==> src/rtl/axi4_rd_arbiter.sv <==
// ============================================================================
// axi4_rd_arbiter : two-master (IFU/LSU) arbiter for one shared AXI4 read
// channel; optional wait-cycle counters under `ARB_PERF_CNT_EN`. Rev 1.0
// ============================================================================
`default_nettype none

module axi4_rd_arbiter #(
    parameter int ADDR_W  = 32,
    parameter int DATA_W  = 32,
    parameter int PRIO_M1 = 0
) (
    input  logic                clock,
    input  logic                reset,
    input  logic                m0_arvalid,
    output logic                m0_arready,
    input  logic [ADDR_W+10:0]  m0_ar,
    output logic                m0_rvalid,
    input  logic                m0_rready,
    output logic [DATA_W+2:0]   m0_r,
    input  logic                m1_arvalid,
    output logic                m1_arready,
    input  logic [ADDR_W+10:0]  m1_ar,
    output logic                m1_rvalid,
    input  logic                m1_rready,
    output logic [DATA_W+2:0]   m1_r,
    input  logic                lsu_wr_busy,
    output logic                s_arvalid,
    input  logic                s_arready,
    output logic [ADDR_W+10:0]  s_ar,
    input  logic                s_rvalid,
    output logic                s_rready,
    input  logic [DATA_W+2:0]   s_r,
    output logic [1:0]          grant
`ifdef ARB_PERF_CNT_EN
    ,
    output logic [31:0]         m0_wait_cycles,
    output logic [31:0]         m1_wait_cycles
`endif
);

    localparam logic FIXED_M1 = (PRIO_M1 != 0);

    // Encoding doubles as the one-hot grant vector.
    typedef enum logic [1:0] {
        IDLE   = 2'b00,
        GNT_M0 = 2'b01,
        GNT_M1 = 2'b10
    } state_t;

    state_t state_q, state_d;
    logic   ar_done_q, ar_done_d;
    logic   last_m1_q, last_m1_d;

    logic               m0_elig, m1_elig;
    logic               own_m0, own_m1;
    logic               own_arvalid, own_rready;
    logic [ADDR_W+10:0] own_ar;
    logic               arready_w, rvalid_w;

    assign m0_elig     = m0_arvalid & ~lsu_wr_busy;
    assign m1_elig     = m1_arvalid;
    assign own_m0      = (state_q == GNT_M0);
    assign own_m1      = (state_q == GNT_M1);
    assign own_arvalid = own_m1 ? m1_arvalid : m0_arvalid;
    assign own_ar      = own_m1 ? m1_ar      : m0_ar;
    assign own_rready  = own_m1 ? m1_rready  : m0_rready;

    always_ff @(posedge clock or posedge reset) begin
        if (reset) begin
            state_q   <= IDLE;
            ar_done_q <= 1'b0;
            last_m1_q <= 1'b1;
        end else begin
            state_q   <= state_d;
            ar_done_q <= ar_done_d;
            last_m1_q <= last_m1_d;
        end
    end

    always_comb begin
        state_d   = state_q;
        ar_done_d = ar_done_q;
        last_m1_d = last_m1_q;
        s_arvalid = 1'b0;
        s_ar      = '0;
        s_rready  = 1'b0;
        arready_w = 1'b0;
        rvalid_w  = 1'b0;
        case (state_q)
            IDLE: begin
                // On a tie, round-robin hands the grant to whoever did not have it last.
                if (m1_elig && (!m0_elig || FIXED_M1 || !last_m1_q)) begin
                    state_d   = GNT_M1;
                    last_m1_d = 1'b1;
                end else if (m0_elig) begin
                    state_d   = GNT_M0;
                    last_m1_d = 1'b0;
                end
            end
            GNT_M0, GNT_M1: begin
                if (!ar_done_q) begin
                    s_arvalid = own_arvalid;
                    s_ar      = own_ar;
                    arready_w = s_arready;
                    if (own_arvalid && s_arready) begin
                        ar_done_d = 1'b1;
                    end
                end else begin
                    rvalid_w = s_rvalid;
                    s_rready = own_rready;
                    if (s_rvalid && own_rready && s_r[0]) begin
                        state_d   = IDLE;
                        ar_done_d = 1'b0;
                    end
                end
            end
            default: begin
                state_d   = IDLE;
                ar_done_d = 1'b0;
            end
        endcase
    end

    assign grant      = state_q;
    assign m0_arready = own_m0 & arready_w;
    assign m1_arready = own_m1 & arready_w;
    assign m0_rvalid  = own_m0 & rvalid_w;
    assign m1_rvalid  = own_m1 & rvalid_w;
    assign m0_r       = own_m0 ? s_r : '0;
    assign m1_r       = own_m1 ? s_r : '0;

`ifdef ARB_PERF_CNT_EN
    logic [31:0] m0_wait_q, m1_wait_q;

    always_ff @(posedge clock or posedge reset) begin
        if (reset) begin
            m0_wait_q <= '0;
            m1_wait_q <= '0;
        end else begin
            if (m0_arvalid && !own_m0) m0_wait_q <= m0_wait_q + 32'd1;
            if (m1_arvalid && !own_m1) m1_wait_q <= m1_wait_q + 32'd1;
        end
    end

    assign m0_wait_cycles = m0_wait_q;
    assign m1_wait_cycles = m1_wait_q;
`endif

endmodule

`default_nettype wire
==> config.mk <==
export PLATFORM = sky130hd
export DESIGN_NAME = axi4_rd_arbiter
export DESIGN_NICKNAME = d
export VERILOG_FILES = /design/src/rtl/axi4_rd_arbiter.sv
export SDC_FILE = /design/constraint.sdc
export NUM_CORES = 1
export LEC_CHECK = 0
export BUFFER_PORTS_ARGS = -buffer_cell sky130_fd_sc_hd__buf_2
export CAP_MARGIN = 20
export CORE_AREA = 5 5 94 96
export DETAILED_ROUTE_END_ITERATION = 10
export DIE_AREA = 0 0 99 101
export PLACE_DENSITY = 0.68
export SYNTH_ARGS = -nofsm -noshare
export SYNTH_HDL_FRONTEND = slang
export SYNTH_SLANG_ARGS = --single-unit
==> constraint.sdc <==
create_clock -name clock -period 2.55 [get_ports clock]
set_input_delay 0.765 -clock clock [delete_from_list [all_inputs] [get_ports clock]]
set_output_delay 0.765 -clock clock [all_outputs]
set_load 0.01 [all_outputs]
==> results of run 1 <==
## Yosys cell counts, drive strengths merged, types with 2 or more instances
library cell / n / area (um2)
nor2: 46 / 173
mux2i: 45 / 450
and4: 2 / 17.5
nand2: 4 / 15.0
nand3: 2 / 10.0
and3: 2 / 12.5
dfrtp: 3 / 75.1
inv: 3 / 11.3
nor2b: 2 / 12.5
ha: 3 / 37.5
a21o: 2 / 15.0
buf: 9 / 47.6
clkbuf: 8 / 30.0
and2: 70 / 438
## report_power, final
group / internal, uW / switching (uW) / total (uW)
logic: 1030 / 1200 / 2230
clock network: 107 / 39.1 / 146
registers: 97.1 / 25.7 / 123
## per-layer routing
metal | up-vias | wire, um | GRT usage (%)
li1 | 1167 | - | -
met1 | 991 | 2550 | 13.8
met2 | 115 | 3930 | 24.1
met3 | 4 | 716 | 3.32
met5 | - | 0 | 0
met4 | 0 | 25 | 1.47
## cell type report
type | count | area [um2]
multi-input combinational | 185 | 1250
timing repair buffer | 259 | 1370
clock buffer | 4 | 45.0
tap | 105 | 131
sequential | 4 | 101
inverter | 3 | 11.3
fill | 852 | 5060
## state kept, by name, indices dropped and copies added, names as in the netlist
name / count
grant: 2
ar_done_q: 1
last_m1_q: 1
## through the flow
step	cell area, um2	setup WS (ns)
6_report	2910	0.107
5_1_grt	2910	0.0243
4_1_cts	2900	0.0975
3_5_place_dp	2820	0.233
3_3_place_gp	2820	0.291
2_1_floorplan	1420	0.384
## final timing paths
kind / slack, ns / startpoint / endpoint
worst max-delay path: 0.11 / grant[0]$_DFFE_PP0P_ / s_ar[32]
worst min-delay path: 0.43 / reset / ar_done_q$_DFFE_PP0N_
worst max register to register: 0.75 / grant[0]$_DFFE_PP0P_ / grant[0]$_DFFE_PP0P_
worst min register to register: 0.48 / last_m1_q$_DFFE_PP1P_ / last_m1_q$_DFFE_PP1P_
max in group asynchronous: 1.90 / reset / last_m1_q$_DFFE_PP1P_
min in group clock: 0.48 / last_m1_q$_DFFE_PP1P_ / last_m1_q$_DFFE_PP1P_
## worst max-delay path, cell delays in order (launching register included)
cell and delay [ns]:
dfrtp_1 0.40, inv_1 0.15, ha_2 0.33, nand2b_1 0.13, buf_12 0.21, nor2_1 0.08
buf_2 0.14
## logic make-up (layout without fill, tap and decap cells)
group,count (synthesis),count (layout),synth area share (%)
buf+inv,20,266,6.24
flops,4,4,7.12
fa+ha+maj,3,3,2.64
compound gates,7,7,3.69
simple gates,130,130,48.6
mux,45,45,31.7
## repair_timing
item / in CTS / in global routing
gates cloned: 0 / 0
resized for setup: 0 / 1
setup buffers: 3 / 1
setup endpoints to repair: 1 / 16
==> flow_summary.html, run 1 <==
<table>
<tr><th>Metric</th><th>Value</th></tr>
<tr><th colspan="2">Run status</th></tr>
<tr><td>Outcome</td><td>finished clean</td></tr>
<tr><th colspan="2">Final layout</th></tr>
<tr><td>Net count, final</td><td>589</td></tr>
<tr><td>Util after Layout</td><td>a little over a third</td></tr>
<tr><td>Synthesis-to-finish area growth</td><td>104%</td></tr>
<tr><td>Non-filler instance count after layout</td><td>between 500 and 600</td></tr>
<tr><td>Top library cells by usage in the layout, fill and taps aside</td><td>buf_2, and2_1, nor2_1, mux2i_1, buf_4</td></tr>
<tr><td>Share of post-route cells with drive strength above 1</td><td>58.2%</td></tr>
<tr><td>Inserted Diodes</td><td>0</td></tr>
<tr><td>Commonest non-fill, non-tap cell in the layout</td><td>buf_2</td></tr>
<tr><th colspan="2">Logic synthesis</th></tr>
<tr><td>Number of distinct library cells after synthesis</td><td>23</td></tr>
<tr><td>Synthesis Warnings</td><td>0</td></tr>
<tr><td>Primary flip-flop cell chosen by synthesis mapping</td><td>dfrtp_1</td></tr>
<tr><td>Post-Syn Instances</td><td>209</td></tr>
<tr><td>Cell area after synthesis</td><td>roughly 1400 um2</td></tr>
<tr><td>Post-synthesis sequential area ratio</td><td>under 10%</td></tr>
<tr><td>Syn avg cell area</td><td>between 6 and 7 um2</td></tr>
<tr><td>Nets in the synthesized netlist</td><td>342</td></tr>
<tr><td>Register bit count reported by yosys</td><td>4</td></tr>
<tr><td>Async set-reset flop share out of synthesis</td><td>between 90% and 100%</td></tr>
<tr><td>Number of synthesized flops with an enable pin</td><td>0</td></tr>
<tr><th colspan="2">Power</th></tr>
<tr><td>Cell leakage power</td><td>between 0.0015 and 0.002 uW</td></tr>
<tr><td>Sum of internal, switching and leakage power</td><td>about 2500 uW</td></tr>
<tr><td>Total power per unit cell area</td><td>859 nW/um2</td></tr>
<tr><td>Peak supply drop</td><td>between 0.0004 and 0.0005 V</td></tr>
<tr><th colspan="2">Global routing</th></tr>
<tr><td>GRT Residual Overflow</td><td>0</td></tr>
<tr><td>Global-route wire length before repair</td><td>10400 um</td></tr>
<tr><td>Antenna violations before repair</td><td>0</td></tr>
<tr><td>Maximum number of pins on one net before global-route repair</td><td>45</td></tr>
<tr><td>Global-route total usage across every layer</td><td>between 10% and 20%</td></tr>
<tr><td>Number of global-route vias before repair</td><td>between 2000 and 2500</td></tr>
<tr><th colspan="2">Worst setup path</th></tr>
<tr><td>Highest fanout seen on the critical path</td><td>between 40 and 50</td></tr>
<tr><td>Required time of the critical path</td><td>~1.8 ns</td></tr>
<tr><td>R2r worst-path depth</td><td>7</td></tr>
<tr><td>Startpoint type of the worst setup path</td><td>flip-flop</td></tr>
<tr><td>Critical path class</td><td>reg2out</td></tr>
<tr><td>Data arrival time at the worst-slack endpoint</td><td>1.68 ns</td></tr>
<tr><td>Endpoint type of the worst setup path</td><td>primary output</td></tr>
<tr><th colspan="2">Floorplanning</th></tr>
<tr><td>Boundary pin count</td><td>251</td></tr>
<tr><td>Die width</td><td>99 um</td></tr>
<tr><td>Die Area</td><td>between 9000 and 10000 um2</td></tr>
<tr><td>Placeable core region</td><td>roughly 8000 um2</td></tr>
<tr><td>Starting density of the core</td><td>between 10% and 20%</td></tr>
<tr><td>Vertical die dimension</td><td>approximately 100 um</td></tr>
<tr><td>Number of rows in the core area</td><td>33</td></tr>
<tr><th colspan="2">Clock network</th></tr>
<tr><td>Number of sinks on the clock net</td><td>4</td></tr>
<tr><td>Clock tree from TritonCTS</td><td>yes</td></tr>
<tr><td>Clock-pin slew on the worst setup and hold paths</td><td>approximately 0.04 ns</td></tr>
<tr><td>Clock latency on the worst-skew pair</td><td>0.22 ns</td></tr>
<tr><td>Number of H-tree branching levels</td><td>1</td></tr>
<tr><td>Clock Root Buffer</td><td>clkbuf_8</td></tr>
<tr><td># hold bufs at CTS</td><td>0</td></tr>
<tr><td>Bufs on Longest Clock Path</td><td>2</td></tr>
<tr><td>Inserted Clock Buffers</td><td>3</td></tr>
<tr><th colspan="2">STA</th></tr>
<tr><td>Relative max-transition margin</td><td>84.9%</td></tr>
<tr><td>Final number of hold-violating endpoints</td><td>0</td></tr>
<tr><td>Slew Viols, Final</td><td>0</td></tr>
<tr><td>Tightest Pin Transition</td><td>approximately 0.22 ns</td></tr>
<tr><td>Post-route fraction of the period consumed by the critical path</td><td>approximately 96%</td></tr>
<tr><td>Highest Clock Rate</td><td>around 0.4 GHz</td></tr>
<tr><td>Final worst hold slack</td><td>~0.43 ns</td></tr>
<tr><td>Setup repair after global routing missed its margin</td><td>false</td></tr>
<tr><td>Final Critical Period</td><td>between 2 and 2.5 ns</td></tr>
<tr><td>TNS Setup</td><td>0 ns</td></tr>
<tr><td># setup viols final</td><td>0</td></tr>
<tr><td>Clock skew after layout</td><td>0.00371 ns</td></tr>
<tr><th colspan="2">Min path</th></tr>
<tr><td>Type of the worst min-delay path</td><td>in2async</td></tr>
<tr><th colspan="2">Detailed routing</th></tr>
<tr><td>Vias per inst</td><td>~4.1</td></tr>
<tr><td>First-pass iteration count of the detailed router</td><td>4</td></tr>
<tr><td>Aggregate routed wire length</td><td>7220 um</td></tr>
<tr><td>Number of design rule violations left after detail routing</td><td>0</td></tr>
<tr><td>Number of nets still failing antenna checks after routing</td><td>0</td></tr>
<tr><td>Routed wirelength normalized by instance count</td><td>between 10 and 15 um</td></tr>
<tr><td>First-iteration detailed-routing DRC count</td><td>26</td></tr>
<tr><td>Total number of vias</td><td>2277</td></tr>
<tr><th colspan="2">Placement</th></tr>
<tr><td>Cell Count Post-Placement</td><td>552</td></tr>
<tr><td>Routability-driven placement congestion ratio</td><td>0.788</td></tr>
<tr><td>Count of buffers from port buffering</td><td>250</td></tr>
<tr><td>HPWL Detailed</td><td>approximately 6300 um</td></tr>
<tr><th colspan="2">Job</th></tr>
<tr><td># Max-Cap Violations</td><td>0</td></tr>
</table>
(Power assumes the default switching activity.)
==> run 2: changes to the inputs <==
--- a/config.mk
+++ b/config.mk
@@ -7,10 +7,12 @@
 export LEC_CHECK = 0
 export BUFFER_PORTS_ARGS = -buffer_cell sky130_fd_sc_hd__buf_2
 export CAP_MARGIN = 20
-export CORE_AREA = 5 5 94 96
+export CELL_PAD_IN_SITES_DETAIL_PLACEMENT = 1
+export CELL_PAD_IN_SITES_GLOBAL_PLACEMENT = 2
+export CORE_MARGIN = 5
+export CORE_UTILIZATION = 10
 export DETAILED_ROUTE_END_ITERATION = 10
-export DIE_AREA = 0 0 99 101
-export PLACE_DENSITY = 0.68
+export PLACE_DENSITY = 0.89
 export SYNTH_ARGS = -nofsm -noshare
 export SYNTH_HDL_FRONTEND = slang
 export SYNTH_SLANG_ARGS = --single-unit
==> run 2 against run 1 <==
Net effect:
- worst setup slack better by 0.017 ns
- clock power up 72%
- via count up 2.3%
- sequential cell count unchanged
- maximum frequency up 0.68%
- core utilization down 14 points
- critical path depth unchanged
- critical path type unchanged
- largest power group unchanged
==> flow_summary.html, run 2 (synthesis results as in run 1) <==
<table>
<tr><th>Metric</th><th>Value</th></tr>
<tr><th colspan="2">Run status</th></tr>
<tr><td>Outcome</td><td>finished clean</td></tr>
<tr><th colspan="2">STA</th></tr>
<tr><td>Tightest Pin Transition</td><td>0.272 ns (+0.0522 ns)</td></tr>
<tr><td>TNS Setup</td><td>0 ns (unchanged)</td></tr>
<tr><td>Clock skew after layout</td><td>0.00629 ns (+0.00258 ns)</td></tr>
<tr><td>Final number of hold-violating endpoints</td><td>0 (unchanged)</td></tr>
<tr><td>Final worst hold slack</td><td>0.415 ns (-0.0110 ns)</td></tr>
<tr><td>Relative max-transition margin</td><td>81.9% (-3.1 points)</td></tr>
<tr><td>Post-route fraction of the period consumed by the critical path</td><td>95.1% (-0.65 points)</td></tr>
<tr><td>Highest Clock Rate</td><td>0.412 GHz (+0.68%)</td></tr>
<tr><td>Final Critical Period</td><td>2.43 ns (-0.0165 ns)</td></tr>
<tr><td>Slew Viols, Final</td><td>0 (unchanged)</td></tr>
<tr><td># setup viols final</td><td>0 (unchanged)</td></tr>
<tr><th colspan="2">Detailed routing</th></tr>
<tr><td>Total number of vias</td><td>2330 (+2.3%)</td></tr>
<tr><td>Highest routed metal layer</td><td>met4</td></tr>
<tr><td>Number of design rule violations left after detail routing</td><td>0 (unchanged)</td></tr>
<tr><td>Vias per inst</td><td>3.64 (-10%)</td></tr>
<tr><td>Aggregate routed wire length</td><td>8710 um (+21%)</td></tr>
<tr><td>First-iteration detailed-routing DRC count</td><td>31 (+19%)</td></tr>
<tr><td>Routed wirelength normalized by instance count</td><td>13.6 um (+5.6%)</td></tr>
<tr><td>Routed met3 length</td><td>883 um (+23%)</td></tr>
<tr><td>Detailed-routing wirelength on met1</td><td>3100 um (+22%)</td></tr>
<tr><td>Number of nets still failing antenna checks after routing</td><td>0 (unchanged)</td></tr>
<tr><td>First-pass iteration count of the detailed router</td><td>4 (unchanged)</td></tr>
<tr><td>Total met2 wirelength after detailed routing</td><td>4710 um (+20%)</td></tr>
<tr><th colspan="2">Final layout</th></tr>
<tr><td>Multi-input logic area</td><td>1250 um2 (+0.20%)</td></tr>
<tr><td>Filler cell count in the final layout</td><td>1800 (+110%)</td></tr>
<tr><td>Net count, final</td><td>594 (+0.85%)</td></tr>
<tr><td>Fin area</td><td>3060 um2 (+5.4%)</td></tr>
<tr><td>Util after Layout</td><td>22.0% (-14 points)</td></tr>
<tr><td>Commonest non-fill, non-tap cell in the layout</td><td>buf_2</td></tr>
<tr><td>Flip-flop count of the largest register, all copies and words added</td><td>2 (unchanged)</td></tr>
<tr><td>Top library cells by usage in the layout, fill and taps aside</td><td>buf_2, and2_1, nor2_1, mux2i_1, buf_4</td></tr>
<tr><td>Inserted Diodes</td><td>0 (unchanged)</td></tr>
<tr><td>Share of post-route cells with drive strength above 1</td><td>59.1% (+0.89 points)</td></tr>
<tr><td>Non-filler instance count after layout</td><td>640 (+14%)</td></tr>
<tr><td>Synthesis-to-finish area growth</td><td>115%</td></tr>
<tr><td>Sequential standard cell area</td><td>103 um2 (+1.2%)</td></tr>
<tr><th colspan="2">Global routing</th></tr>
<tr><td>Antenna violations before repair</td><td>0 (unchanged)</td></tr>
<tr><td>GRT Residual Overflow</td><td>0 (unchanged)</td></tr>
<tr><td>Maximum number of pins on one net before global-route repair</td><td>45 (unchanged)</td></tr>
<tr><td>Global-route wire length before repair</td><td>12300 um (+18%)</td></tr>
<tr><td>Global-route total usage across every layer</td><td>8.96% (-3.5 points)</td></tr>
<tr><td>Number of global-route vias before repair</td><td>2393 (+12%)</td></tr>
<tr><th colspan="2">Power</th></tr>
<tr><td>Total power per unit cell area</td><td>877 nW/um2 (+2.1%)</td></tr>
<tr><td>Peak supply drop</td><td>0.000639 V (+31%)</td></tr>
<tr><td>Cell leakage power</td><td>0.00185 uW (+2.0%)</td></tr>
<tr><th colspan="2">Placement</th></tr>
<tr><td>Routability-driven placement congestion ratio</td><td>0.727 (-7.7%)</td></tr>
<tr><td>Count of buffers from port buffering</td><td>250 (unchanged)</td></tr>
<tr><td>Cell area reported after detailed placement</td><td>2920 um2 (+3.9%)</td></tr>
<tr><td>HPWL Detailed</td><td>7600 um (+21%)</td></tr>
<tr><td>Cell Count Post-Placement</td><td>629 (+14%)</td></tr>
<tr><th colspan="2">Clock network</th></tr>
<tr><td>Number of H-tree branching levels</td><td>1 (unchanged)</td></tr>
<tr><td>Clock tree from TritonCTS</td><td>yes</td></tr>
<tr><td>Bufs on Longest Clock Path</td><td>2 (unchanged)</td></tr>
<tr><td>Clock latency on the worst-skew pair</td><td>0.23 ns (about the same)</td></tr>
<tr><td>Clock-pin slew on the worst setup and hold paths</td><td>0.03 ns (about the same)</td></tr>
<tr><td>Clock Root Buffer</td><td>clkbuf_16</td></tr>
<tr><td>Number of sinks on the clock net</td><td>4 (unchanged)</td></tr>
<tr><td>Inserted Clock Buffers</td><td>3 (unchanged)</td></tr>
<tr><td># hold bufs at CTS</td><td>0 (unchanged)</td></tr>
<tr><th colspan="2">Min path</th></tr>
<tr><td>Type of the worst min-delay path</td><td>in2async</td></tr>
<tr><th colspan="2">Floorplanning</th></tr>
<tr><td>Vertical die dimension</td><td>129 um (+28%)</td></tr>
<tr><td>Die width</td><td>129 um (+31%)</td></tr>
<tr><td>Starting density of the core</td><td>10.2% (-7.6 points)</td></tr>
<tr><td>Boundary pin count</td><td>251 (unchanged)</td></tr>
<tr><td>Number of rows in the core area</td><td>43 (+30%)</td></tr>
<tr><td>Placeable core region</td><td>13900 um2 (+75%)</td></tr>
<tr><td>Die Area</td><td>16700 um2 (+67%)</td></tr>
<tr><th colspan="2">Worst setup path</th></tr>
<tr><td>Buffers &amp; Inverters on Critical Path</td><td>3 (unchanged)</td></tr>
<tr><td>Maximum cell stage delay along the critical path</td><td>0.39 ns (about the same)</td></tr>
<tr><td>Critical-path cell with the highest stage delay</td><td>dfrtp_1</td></tr>
<tr><td>Highest fanout seen on the critical path</td><td>44 (unchanged)</td></tr>
<tr><td>Critical path class</td><td>reg2out</td></tr>
<tr><td>Ordered cell list for the critical path</td><td>inv_1 -&gt; ha_2 -&gt; nand2b_1 -&gt; buf_12 -&gt; nor2_1 -&gt; buf_2</td></tr>
<tr><td>Startpoint type of the worst setup path</td><td>flip-flop</td></tr>
<tr><td>Endpoint type of the worst setup path</td><td>primary output</td></tr>
<tr><td>Required time of the critical path</td><td>1.79 ns (about the same)</td></tr>
<tr><td>Largest delay contributor family on the critical path</td><td>buffers and inverters</td></tr>
<tr><td>Data arrival time at the worst-slack endpoint</td><td>1.66 ns (-0.02 ns)</td></tr>
<tr><th colspan="2">Job</th></tr>
<tr><td># Max-Cap Violations</td><td>0 (unchanged)</td></tr>
</table>
[run 2: worst reg2reg max path, delay by kind of cell (launching register included)]
| kind | cells | cell delay (ns) |
|---|---|---|
| compound gates | 3 | 0.47 |
| fa+ha+maj | 1 | 0.26 |
| buf+inv | 2 | 0.28 |
| flops | 1 | 0.39 |
| mux | 1 | 0.22 |
[run 2: layout make-up]
cell class                 instances  area share [%]
multi-input combinational        185            40.8
sequential                         4            3.35
tap                              180            7.36
clock buffer                       4            2.57
inverter                           3           0.368
timing repair buffer             264            45.5
[run 2: where the power goes]
group | total (uW) | internal [uW] | switching (uW)
logic | 2300 | 1060 | 1250
registers | 130 | 98.6 | 31.4
clock network | 251 | 207 | 44.8
[run 2: what timing repair did]
item                                    CTS  global route
endpoints found under the setup margin    0            44
setup buffers                             0             7
gates resized for setup                   0             3
[run 2: routing by layer]
metal,vias up,track usage (%)
met5,-,0
met4,0,0.494
met3,2,2.56
met2,109,17.5
met1,1040,10.0
li1,1179,-
[run 2: final timing paths]
path	startpoint	end	slack (ns)	depth (start not counted)
min in group clock	last_m1_q$_DFFE_PP1P_	last_m1_q$_DFFE_PP1P_	0.48	2
worst min-delay path	reset	grant[0]$_DFFE_PP0P_	0.42	2
max in group asynchronous	reset	last_m1_q$_DFFE_PP1P_	1.90	2
worst max-delay path	grant[0]$_DFFE_PP0P_	s_ar[22]	0.12	6
worst max register to register	grant[0]$_DFFE_PP0P_	grant[0]$_DFFE_PP0P_	0.82	7
worst min register to register	last_m1_q$_DFFE_PP1P_	last_m1_q$_DFFE_PP1P_	0.48	2
[run 2: through the flow]
step	power, uW	worst slack, ns
2_1_floorplan	1430	0.384
3_3_place_gp	2390	0.331
3_5_place_dp	2410	0.266
4_1_cts	2670	0.0311
5_1_grt	2940	-0.000968
6_report	2690	0.124
==> run 3: changes to the inputs <==
==> config.mk (replaced) <==
export PLATFORM = sky130hd
export DESIGN_NAME = axi4_rd_arbiter
export DESIGN_NICKNAME = d
export VERILOG_FILES = /design/src/rtl/axi4_rd_arbiter.sv
export SDC_FILE = /design/constraint.sdc
export NUM_CORES = 1
export LEC_CHECK = 0
export CAP_MARGIN = 20
export CELL_PAD_IN_SITES_DETAIL_PLACEMENT = 1
export CELL_PAD_IN_SITES_GLOBAL_PLACEMENT = 2
export CORE_AREA = 5 5 93 95
export DETAILED_ROUTE_END_ITERATION = 10
export DIE_AREA = 0 0 98 100
export DONT_BUFFER_PORTS = 1
export PLACE_DENSITY = 0.74
export SYNTH_ARGS = -nofsm -noshare
export SYNTH_HDL_FRONTEND = slang
export SYNTH_SLANG_ARGS = --single-unit
==> run 3 against run 2 <==
Net effect:
- critical path depth is the same
- worst setup slack lost 0.041 ns
- first-iteration DRC count shrank 23%
- critical endpoint is now s_ar[18]
==> flow_summary.html, run 3 (synthesis results as in run 1) <==
<table>
<tr><th>Metric</th><th>Value</th></tr>
<tr><th colspan="2">Clock network</th></tr>
<tr><td>Number of H-tree branching levels</td><td>1 (unchanged)</td></tr>
<tr><td>Clock tree from TritonCTS</td><td>yes</td></tr>
<tr><td>Inserted Clock Buffers</td><td>3 (unchanged)</td></tr>
<tr><td>Number of sinks on the clock net</td><td>4 (unchanged)</td></tr>
<tr><td>CTS resizes</td><td>1 (+1)</td></tr>
<tr><td># hold bufs at CTS</td><td>0 (unchanged)</td></tr>
<tr><td>Setup Fix Bufs, Post-CTS</td><td>0 (unchanged)</td></tr>
<tr><td>Clock-pin slew on the worst setup and hold paths</td><td>0.04 ns (about the same)</td></tr>
<tr><td>Clock latency on the worst-skew pair</td><td>0.22 ns (about the same)</td></tr>
<tr><td>Clock Root Buffer</td><td>clkbuf_8</td></tr>
<tr><td>Bufs on Longest Clock Path</td><td>2 (unchanged)</td></tr>
<tr><th colspan="2">Worst setup path</th></tr>
<tr><td>Highest fanout seen on the critical path</td><td>44 (unchanged)</td></tr>
<tr><td>Startpoint of the most critical register-to-register path</td><td>grant[0]$_DFFE_PP0P_</td></tr>
<tr><td>R2r worst-path depth</td><td>7 (unchanged)</td></tr>
<tr><td>Data arrival time at the worst-slack endpoint</td><td>1.70 ns (+0.04 ns)</td></tr>
<tr><td>Critical path class</td><td>reg2out</td></tr>
<tr><td>Required time of the critical path</td><td>1.79 ns (about the same)</td></tr>
<tr><td>Startpoint type of the worst setup path</td><td>flip-flop</td></tr>
<tr><td>FF-to-FF setup slack</td><td>0.80 ns (-0.02 ns)</td></tr>
<tr><td>Reg-to-reg endpoint</td><td>grant[0]$_DFFE_PP0P_</td></tr>
<tr><td>Endpoint type of the worst setup path</td><td>primary output</td></tr>
<tr><th colspan="2">Power</th></tr>
<tr><td>Seq pwr share</td><td>6.7% (+1.9 points)</td></tr>
<tr><td>Internal power of the cells</td><td>792 uW (-42%)</td></tr>
<tr><td>Net switching power</td><td>1120 uW (-16%)</td></tr>
<tr><td>Peak supply drop</td><td>0.000514 V (-20%)</td></tr>
<tr><td>Sw frac</td><td>58.5% (+9.2 points)</td></tr>
<tr><td>Total power per unit cell area</td><td>1160 nW/um2 (+33%)</td></tr>
<tr><td>Cell leakage power</td><td>0.000667 uW (-64%)</td></tr>
<tr><td>Clk network pwr share</td><td>7.6% (-1.8 points)</td></tr>
<tr><td>Relative contribution of combinational cells to total power</td><td>85.7% (about the same)</td></tr>
<tr><th colspan="2">STA</th></tr>
<tr><td>Final Critical Period</td><td>2.47 ns (+0.0411 ns)</td></tr>
<tr><td>Slew Viols, Final</td><td>0 (unchanged)</td></tr>
<tr><td>Clock skew after layout</td><td>0.00191 ns (-0.00438 ns)</td></tr>
<tr><td>TNS Setup</td><td>0 ns (unchanged)</td></tr>
<tr><td>Post-route fraction of the period consumed by the critical path</td><td>96.7% (+1.6 points)</td></tr>
<tr><td>Setup repair after global routing missed its margin</td><td>false</td></tr>
<tr><td># setup viols final</td><td>0 (unchanged)</td></tr>
<tr><td>Relative max-transition margin</td><td>81.8% (about the same)</td></tr>
<tr><td>Highest Clock Rate</td><td>0.405 GHz (-1.7%)</td></tr>
<tr><td>Final number of hold-violating endpoints</td><td>0 (unchanged)</td></tr>
<tr><td>Tightest Pin Transition</td><td>0.271 ns (-0.000791 ns)</td></tr>
<tr><th colspan="2">Global routing</th></tr>
<tr><td>Maximum number of pins on one net before global-route repair</td><td>48 (+6.7%)</td></tr>
<tr><td>Number of global-route vias before repair</td><td>1539 (-36%)</td></tr>
<tr><td>Global-route wire length before repair</td><td>8660 um (-29%)</td></tr>
<tr><td>Antenna violations before repair</td><td>0 (unchanged)</td></tr>
<tr><td>Global-route total usage across every layer</td><td>10.5% (+1.5 points)</td></tr>
<tr><td>GRT Residual Overflow</td><td>0 (unchanged)</td></tr>
<tr><th colspan="2">Floorplanning</th></tr>
<tr><td>Die Area</td><td>9800 um2 (-41%)</td></tr>
<tr><td>Starting density of the core</td><td>18.6% (+8.4 points)</td></tr>
<tr><td>Vertical die dimension</td><td>100 um (-23%)</td></tr>
<tr><td>Die width</td><td>98 um (-24%)</td></tr>
<tr><td>Placeable core region</td><td>7650 um2 (-45%)</td></tr>
<tr><td>Boundary pin count</td><td>251 (unchanged)</td></tr>
<tr><td>Number of rows in the core area</td><td>32 (-26%)</td></tr>
<tr><th colspan="2">Detailed routing</th></tr>
<tr><td>Total number of vias</td><td>1484 (-36%)</td></tr>
<tr><td>First-pass iteration count of the detailed router</td><td>3 (-1)</td></tr>
<tr><td>Number of nets still failing antenna checks after routing</td><td>0 (unchanged)</td></tr>
<tr><td>Number of design rule violations left after detail routing</td><td>0 (unchanged)</td></tr>
<tr><td>Routed wirelength normalized by instance count</td><td>20.0 um (+47%)</td></tr>
<tr><td>Vias per inst</td><td>4.83 (+33%)</td></tr>
<tr><td>First-iteration detailed-routing DRC count</td><td>24 (-23%)</td></tr>
<tr><td>Aggregate routed wire length</td><td>6150 um (-29%)</td></tr>
<tr><th colspan="2">Final layout</th></tr>
<tr><td>Flip-flop count of the largest register, all copies and words added</td><td>2 (unchanged)</td></tr>
<tr><td>Top library cells by usage in the layout, fill and taps aside</td><td>and2_1, nor2_1, mux2i_1, buf_4, nand2_1</td></tr>
<tr><td>Commonest non-fill, non-tap cell in the layout</td><td>and2_1</td></tr>
<tr><td>Net count, final</td><td>339 (-43%)</td></tr>
<tr><td>Non-filler instance count after layout</td><td>307 (-52%)</td></tr>
<tr><td>Inserted Diodes</td><td>0 (unchanged)</td></tr>
<tr><td>Share of post-route cells with drive strength above 1</td><td>7.80% (-51 points)</td></tr>
<tr><td>Synthesis-to-finish area growth</td><td>15.2%</td></tr>
<tr><th colspan="2">Placement</th></tr>
<tr><td>Routability-driven placement congestion ratio</td><td>0.786 (+8.2%)</td></tr>
<tr><td>HPWL Detailed</td><td>5390 um (-29%)</td></tr>
<tr><td>Count of buffers from port buffering</td><td>0 (-100%)</td></tr>
<tr><td>Cell Count Post-Placement</td><td>303 (-52%)</td></tr>
<tr><th colspan="2">Job</th></tr>
<tr><td># Max-Cap Violations</td><td>0 (unchanged)</td></tr>
<tr><th colspan="2">Run status</th></tr>
<tr><td>Outcome</td><td>finished clean</td></tr>
<tr><th colspan="2">Min path</th></tr>
<tr><td>Type of the worst min-delay path</td><td>in2async</td></tr>
</table>
-- run 3: how the worst max path moves through the flow --
stage / from / to / slack, ns
2_1_floorplan: grant[0]$_DFFE_PP0P_ / s_ar[0] / 0.38
3_3_place_gp: grant[1]$_DFFE_PP0P_ / s_ar[18] / 0.30
3_5_place_dp: grant[1]$_DFFE_PP0P_ / s_ar[18] / 0.24
4_1_cts: grant[1]$_DFFE_PP0P_ / s_ar[18] / 0.06
5_1_grt: grant[1]$_DFFE_PP0P_ / s_ar[17] / 0.002
6_report: grant[1]$_DFFE_PP0P_ / s_ar[18] / 0.08
-- run 3: final cells by class --
class / count / area (um2)
clock buffers: 4 / 45.0
repair buffers: 9 / 105
well taps: 102 / 128
fillers: 932 / 6010
flip-flops and latches: 4 / 103
multi-input cells: 185 / 1250
inverters: 3 / 11.3
-- run 3: stage by stage --
stage                     hold WS [ns]  util (%)  area (um2)  power [uW]  setup WS, ns
final                            0.319      21.4        1640        1910        0.0830
after global routing             0.329      21.4        1640        2080       0.00230
after floorplan                  0.439         -        1420        1430         0.384
after CTS                        0.322      21.4        1640        1940        0.0615
after global placement           0.449      20.8        1590        1750         0.305
after detailed placement         0.452      20.8        1590        1790         0.237
-- run 3: worst max-delay path: stages (launching register included) --
cell,delay (ns)
dfrtp_2,0.42
inv_1,0.08
ha_2,0.38
nand2b_1,0.11
buf_12,0.18
nor2_1,0.14
buf_4,0.14
-- run 3: metal layers --
metal  global-route usage (%)  wire length (um)  part of all wire, %
met5                        0                 0                    0
met4                     2.13                76                  1.2
met3                     3.27               706                   11
met2                     20.2              3400                   55
met1                     11.2              1970                   32
-- run 3: power groups by stage --
stage | clock network, uW | registers [uW] | logic (uW)
floorplan | 0 | 124 | 1310
global placement | 0 | 126 | 1620
detailed placement | 0 | 128 | 1660
CTS | 148 | 129 | 1670
global route | 151 | 134 | 1790
finish | 145 | 128 | 1640
